## src/rtl/mem_arbiter.sv

```systemverilog
`default_nettype none
// ============================================================================
//  Module      : mem_arbiter
//  Description : Two-port round-robin arbiter sharing one external line-wide
//                memory interface (cs/we/ack handshake) between the
//                instruction-side requester (port 0) and the data-side L1
//                cache (port 1). One transaction at a time; responses are
//                steered back to the owning port only. All outputs are
//                registered, so no input reaches an output combinationally.
//  Revision    : 1.0 - initial release
// ============================================================================
module mem_arbiter #(
  parameter int ADDR_W = 32,
  parameter int LINE_W = 256
) (
  input  logic              clk,
  input  logic              rst,

  input  logic              p0_cs,
  input  logic              p0_we,
  input  logic [ADDR_W-1:0] p0_addr,
  input  logic [LINE_W-1:0] p0_data_i,
  output logic [LINE_W-1:0] p0_data_o,
  output logic              p0_ack,

  input  logic              p1_cs,
  input  logic              p1_we,
  input  logic [ADDR_W-1:0] p1_addr,
  input  logic [LINE_W-1:0] p1_data_i,
  output logic [LINE_W-1:0] p1_data_o,
  output logic              p1_ack,

  output logic              mem_cs,
  output logic              mem_we,
  output logic [ADDR_W-1:0] mem_addr,
  output logic [LINE_W-1:0] mem_data_o,
  input  logic [LINE_W-1:0] mem_data_i,
  input  logic              mem_ack,

  output logic              busy
);

  // Transaction phases: waiting for a request, external access in flight,
  // and a one-cycle turnaround while the requester drops its cs.
  localparam logic [1:0] S_IDLE   = 2'd0;
  localparam logic [1:0] S_ACCESS = 2'd1;
  localparam logic [1:0] S_DONE   = 2'd2;

  logic [1:0]        state_q, state_d;
  logic              prio_q, prio_d;      // port that wins a tie
  logic              owner_q, owner_d;    // port that owns the current access
  logic              we_q, we_d;
  logic [ADDR_W-1:0] addr_q, addr_d;
  logic [LINE_W-1:0] wdata_q, wdata_d;
  logic              mem_cs_q, mem_cs_d;
  logic              p0_ack_q, p0_ack_d;
  logic              p1_ack_q, p1_ack_d;
  logic [LINE_W-1:0] p0_rdata_q, p0_rdata_d;
  logic [LINE_W-1:0] p1_rdata_q, p1_rdata_d;
  logic              busy_q, busy_d;

  logic              req_any;
  logic              grant_owner;

  // Arbitration: a lone requester wins outright, a tie goes to the priority port.
  always_comb begin
    req_any = p0_cs | p1_cs;
    if (p0_cs && p1_cs) begin
      grant_owner = prio_q;
    end else begin
      grant_owner = p1_cs;
    end
  end

  // State register.
  always_ff @(posedge clk) begin
    if (!rst) begin
      state_q <= S_IDLE;
    end else begin
      state_q <= state_d;
    end
  end

  // Next-state logic; mem_ack only matters while an access is in flight.
  always_comb begin
    state_d = state_q;
    case (state_q)
      S_IDLE:   if (req_any) state_d = S_ACCESS;
      S_ACCESS: if (mem_ack) state_d = S_DONE;
      S_DONE:   state_d = S_IDLE;
      default:  state_d = S_IDLE;
    endcase
  end

  // Output and request-register next values. Requester inputs are latched
  // only at grant, so changes during the access never reach the memory pins.
  always_comb begin
    prio_d     = prio_q;
    owner_d    = owner_q;
    we_d       = we_q;
    addr_d     = addr_q;
    wdata_d    = wdata_q;
    mem_cs_d   = mem_cs_q;
    p0_ack_d   = 1'b0;
    p1_ack_d   = 1'b0;
    p0_rdata_d = p0_rdata_q;
    p1_rdata_d = p1_rdata_q;
    case (state_q)
      S_IDLE: begin
        if (req_any) begin
          owner_d  = grant_owner;
          we_d     = grant_owner ? p1_we     : p0_we;
          addr_d   = grant_owner ? p1_addr   : p0_addr;
          wdata_d  = grant_owner ? p1_data_i : p0_data_i;
          mem_cs_d = 1'b1;
        end
      end
      S_ACCESS: begin
        if (mem_ack) begin
          mem_cs_d = 1'b0;
          prio_d   = ~owner_q;
          if (owner_q) begin
            p1_ack_d = 1'b1;
            if (!we_q) p1_rdata_d = mem_data_i;
          end else begin
            p0_ack_d = 1'b1;
            if (!we_q) p0_rdata_d = mem_data_i;
          end
        end
      end
      default: begin
      end
    endcase
    busy_d = (state_d != S_IDLE);
  end

  // Registered outputs and request registers; reset abandons any access.
  always_ff @(posedge clk) begin
    if (!rst) begin
      prio_q     <= 1'b1;
      owner_q    <= 1'b0;
      we_q       <= 1'b0;
      addr_q     <= '0;
      wdata_q    <= '0;
      mem_cs_q   <= 1'b0;
      p0_ack_q   <= 1'b0;
      p1_ack_q   <= 1'b0;
      p0_rdata_q <= '0;
      p1_rdata_q <= '0;
      busy_q     <= 1'b0;
    end else begin
      prio_q     <= prio_d;
      owner_q    <= owner_d;
      we_q       <= we_d;
      addr_q     <= addr_d;
      wdata_q    <= wdata_d;
      mem_cs_q   <= mem_cs_d;
      p0_ack_q   <= p0_ack_d;
      p1_ack_q   <= p1_ack_d;
      p0_rdata_q <= p0_rdata_d;
      p1_rdata_q <= p1_rdata_d;
      busy_q     <= busy_d;
    end
  end

  assign mem_cs     = mem_cs_q;
  assign mem_we     = we_q;
  assign mem_addr   = addr_q;
  assign mem_data_o = wdata_q;
  assign p0_ack     = p0_ack_q;
  assign p1_ack     = p1_ack_q;
  assign p0_data_o  = p0_rdata_q;
  assign p1_data_o  = p1_rdata_q;
  assign busy       = busy_q;

endmodule
`default_nettype wire

```

## config.mk

```make
export PLATFORM = sky130hd
export DESIGN_NAME = mem_arbiter
export DESIGN_NICKNAME = d
export VERILOG_FILES = /design/src/rtl/mem_arbiter.sv
export SDC_FILE = /design/constraint.sdc
export NUM_CORES = 2
export LEC_CHECK = 0
export ABC_AREA = 1
export CAP_MARGIN = 20
export CORE_AREA = 4 4 632 634
export DETAILED_ROUTE_END_ITERATION = 10
export DIE_AREA = 0 0 636 638
export GPL_TIMING_DRIVEN = 0
export PLACE_DENSITY = 0.3
export SYNTH_ARGS = -nofsm -noshare
export SYNTH_HDL_FRONTEND = slang
export SYNTH_SLANG_ARGS = --single-unit
```

## constraint.sdc

```tcl
create_clock -name clk -period 2.4 [get_ports clk]
set_input_delay 0.48 -clock clk [delete_from_list [all_inputs] [get_ports clk]]
set_output_delay 0.48 -clock clk [all_outputs]
set_load 0.005 [all_outputs]
```

==> results.md <==
* Clock skew after layout at 0.07945 ns
* Worst EP required at 1.92 ns
* Most frequent cells in the layout: 1452 x clkdlybuf4s50_1, 1353 x nand2_1, 1027 x nor2_1
* CP startpoint kind: flip-flop
* CTS tree: built
* Hold crit path type: in -> reg
* Synth area leader: dfxtp_1
* Worst-Margin Slew at 0.9311 ns
* GRT Residual Overflow at 0
* Global-route wire length before repair at 405900 µm
* WP data arrival at 1.82 ns
* Total GRT Usage at 14.79%
* Rows at 231
* Synth top area share at 45.20%
* Drt wl/cell at 24.79 µm
* Cts hold-fix bufs at 0
* Largest net degree at the start of global routing at 20
* Num CTS Buffers at 119
* Non-filler cells, final at 12690
* Critical path peak fanout at 2
* Leakage power at 27.71 nW
* Finished Cell Area at 63070 µm²
* Prevailing post-synth register cell: dfxtp_1
* DRC Markers at 0
* Die Wd at 636 µm
* Critical path cell sequence: clkdlybuf4s50_1
* RSZ-0062 raised after global routing: true
* Setup slack at placement at -1.508 ns
* Core Region at 394200 µm²
* Max Clk Rate at 435.5 MHz
* Worst slew margin at 37.93%
* Mapped Cells at 5564
* Sequential area share after synthesis at 45.20%
* DIE AREA at 405800 µm²
* Syn-to-layout area delta at 76.03%
* Starting Density at 9.088%
* Vias in the first global route at 42240
* Die H at 638 µm
* Minimum clock period at 2.296 ns
* Max VDD drop at 611.3 µV
* Antenna violations before repair at 121
* Ports at 1644
* Final Core Density at 16.00%
* Buf/Inv on CP at 1
* Post-synthesis register bit count at 809
* Clock Latency Late Sink at 0.89 ns
* Clock-pin slew on the worst setup and hold paths at 0.06 ns
* Number of distinct library cells after synthesis at 15
* CTS Buffer Depth at 4
* Critical path class: reg -> out
* Port Buf Inserts at 1641
* Setup WS post-layout at 0.1039 ns
* Synth top area cells: dfxtp_1 45%, nand2_1 14%, nand3_1 12%, nor2_1 11%, inv_1 8.8%
* Crit end category: output pin
* Syn nets at 6403
* EDFF count, synth at 0
* Mean post-synth cell area at 6.439 µm²
* DRT antenna net count at 0
* Setup violators final at 0
* Max-cap violation count at 0
* CTS Root Buffer Type: clkbuf_16
* Dpl cell area at 58880 µm²
* HPWL Detailed at 272800 µm
* Final hold violation count at 0
* Fraction of layout cells with a size suffix above 1 at 6.854%
* Vias per cell at 3.315
* Sink Count at 809
* Critical path's top delay family: buffers and inverters
* DRT Pass-1 Iters at 7
* Gpl congestion at 0.9282
* Total Wirelength at 314700 µm
* DRT iter0 DRCs at 2131
* Max Slew Vio Count at 0
* Most common cell after layout, fill and taps aside: clkdlybuf4s50_1
* Number of H-tree levels at 3
* Slowest-stage cell, CP: clkdlybuf4s50_1
* CP max stage delay at 0.55 ns
* Tcrit/Tclk final at 95.67%
* Pwr dens at 679.6 nW/µm²
* Synth warn at 0
* Final net count at 8174
* Fillers at 45470
* Synth Cell Area at 35830 µm²
* Ys async rst share at 0%
* Vias at 42080
* Placed Cells at 12450
* Status: completed
-- flip-flops by register name (all words and copies together) (netlist names) --
register / flops
mem_cs: 1
p1_ack: 1
p1_data_o: 256
mem_data_o: 256
mem_addr: 32
p0_ack: 1
state_q: 2
p0_data_o: 256
busy: 1
prio_q: 1
mem_we: 1
owner_q: 1
-- where the power goes --
group          switching, W  total, W  internal (W)  leakage, nW
registers          0.000607    0.0150        0.0144         6.63
clock network       0.00735    0.0184        0.0110         1.98
logic               0.00532   0.00942       0.00410         19.1
total                0.0133    0.0429        0.0296         27.7
-- logic make-up (layout without fill, tap and decap cells) --
logic type | Yosys count | count (layout) | synth area share (%)
flip-flops | 809 | 809 | 45.20
buffers and inverters | 1232 | 3094 | 13.88
other | 0 | 26 | 0
AND/OR/NAND/NOR | 3230 | 3230 | 36.83
AO/OA/AOI/OAI | 293 | 293 | 4.093
-- stage by stage --
step	TNS (ns)	hold WS, ns	total power [W]
after floorplan	0	0.4289	0.01856
after global placement	-687.29	0.4673	0.02510
after detailed placement	-536.31	0.4710	0.02507
after CTS	-0.02759	0.1173	0.04408
after global routing	-0.3718	0.2012	0.04505
final	0	0.2423	0.04286
-- cell type report --
class / instances / area [µm²] / share of cell area, %
Sequential cell: 809 / 16220 / 25.71
Tap cell: 5242 / 6559 / 10.40
Antenna cell: 26 / 65.06 / 0.1032
Clock buffer: 181 / 3571 / 5.662
Timing Repair Buffer: 1651 / 16360 / 25.94
Clock inverter: 31 / 449.2 / 0.7122
Multi-Input combinational cell: 3523 / 14780 / 23.43
Inverter: 844 / 3172 / 5.029
Buffer: 387 / 1902 / 3.015
-- synth_stat cells, types with 2 or more instances --
cell	n
clkbuf_4	2
clkbuf_1	110
nand2_1	1356
nor2_1	1030
inv_1	841
inv_2	3
nand3_1	839
a21oi_1	293
nor2_4	2
dfxtp_1	809
buf_2	221
nand2_2	2
buf_4	17
buf_1	38
-- per-layer routing --
layer | track usage (%) | vias up | share of wire [%]
li1 | - | 20420 | -
met1 | 14.80 | 19790 | 36
met2 | 29.64 | 1425 | 55
met3 | 3.934 | 389 | 6.2
met4 | 3.790 | 56 | 3.0
met5 | 0 | - | 0.12
-- path summary, 6_finish.rpt --
kind | to | cells past startpoint | slack, ns | startpoint
max | p0_data_o[54] | 1 | 0.10 | p0_data_o[54]
min | p1_data_o[240] | 5 | 0.24 | mem_data_i[240]
max reg2reg | mem_data_o[239] | 9 | 0.13 | prio_q
min reg2reg | p0_data_o[18] | 2 | 0.48 | p0_data_o[18]
-- what timing repair did --
item                                    4_1_cts  5_1_grt
buffers inserted                              6        0
gates resized for setup                     294        7
gates cloned                                  0        0
pin swaps                                     2        0
endpoints found under the setup margin      950       17
endpoints found under the hold margin         0        0
(Power assumes the default switching activity.)
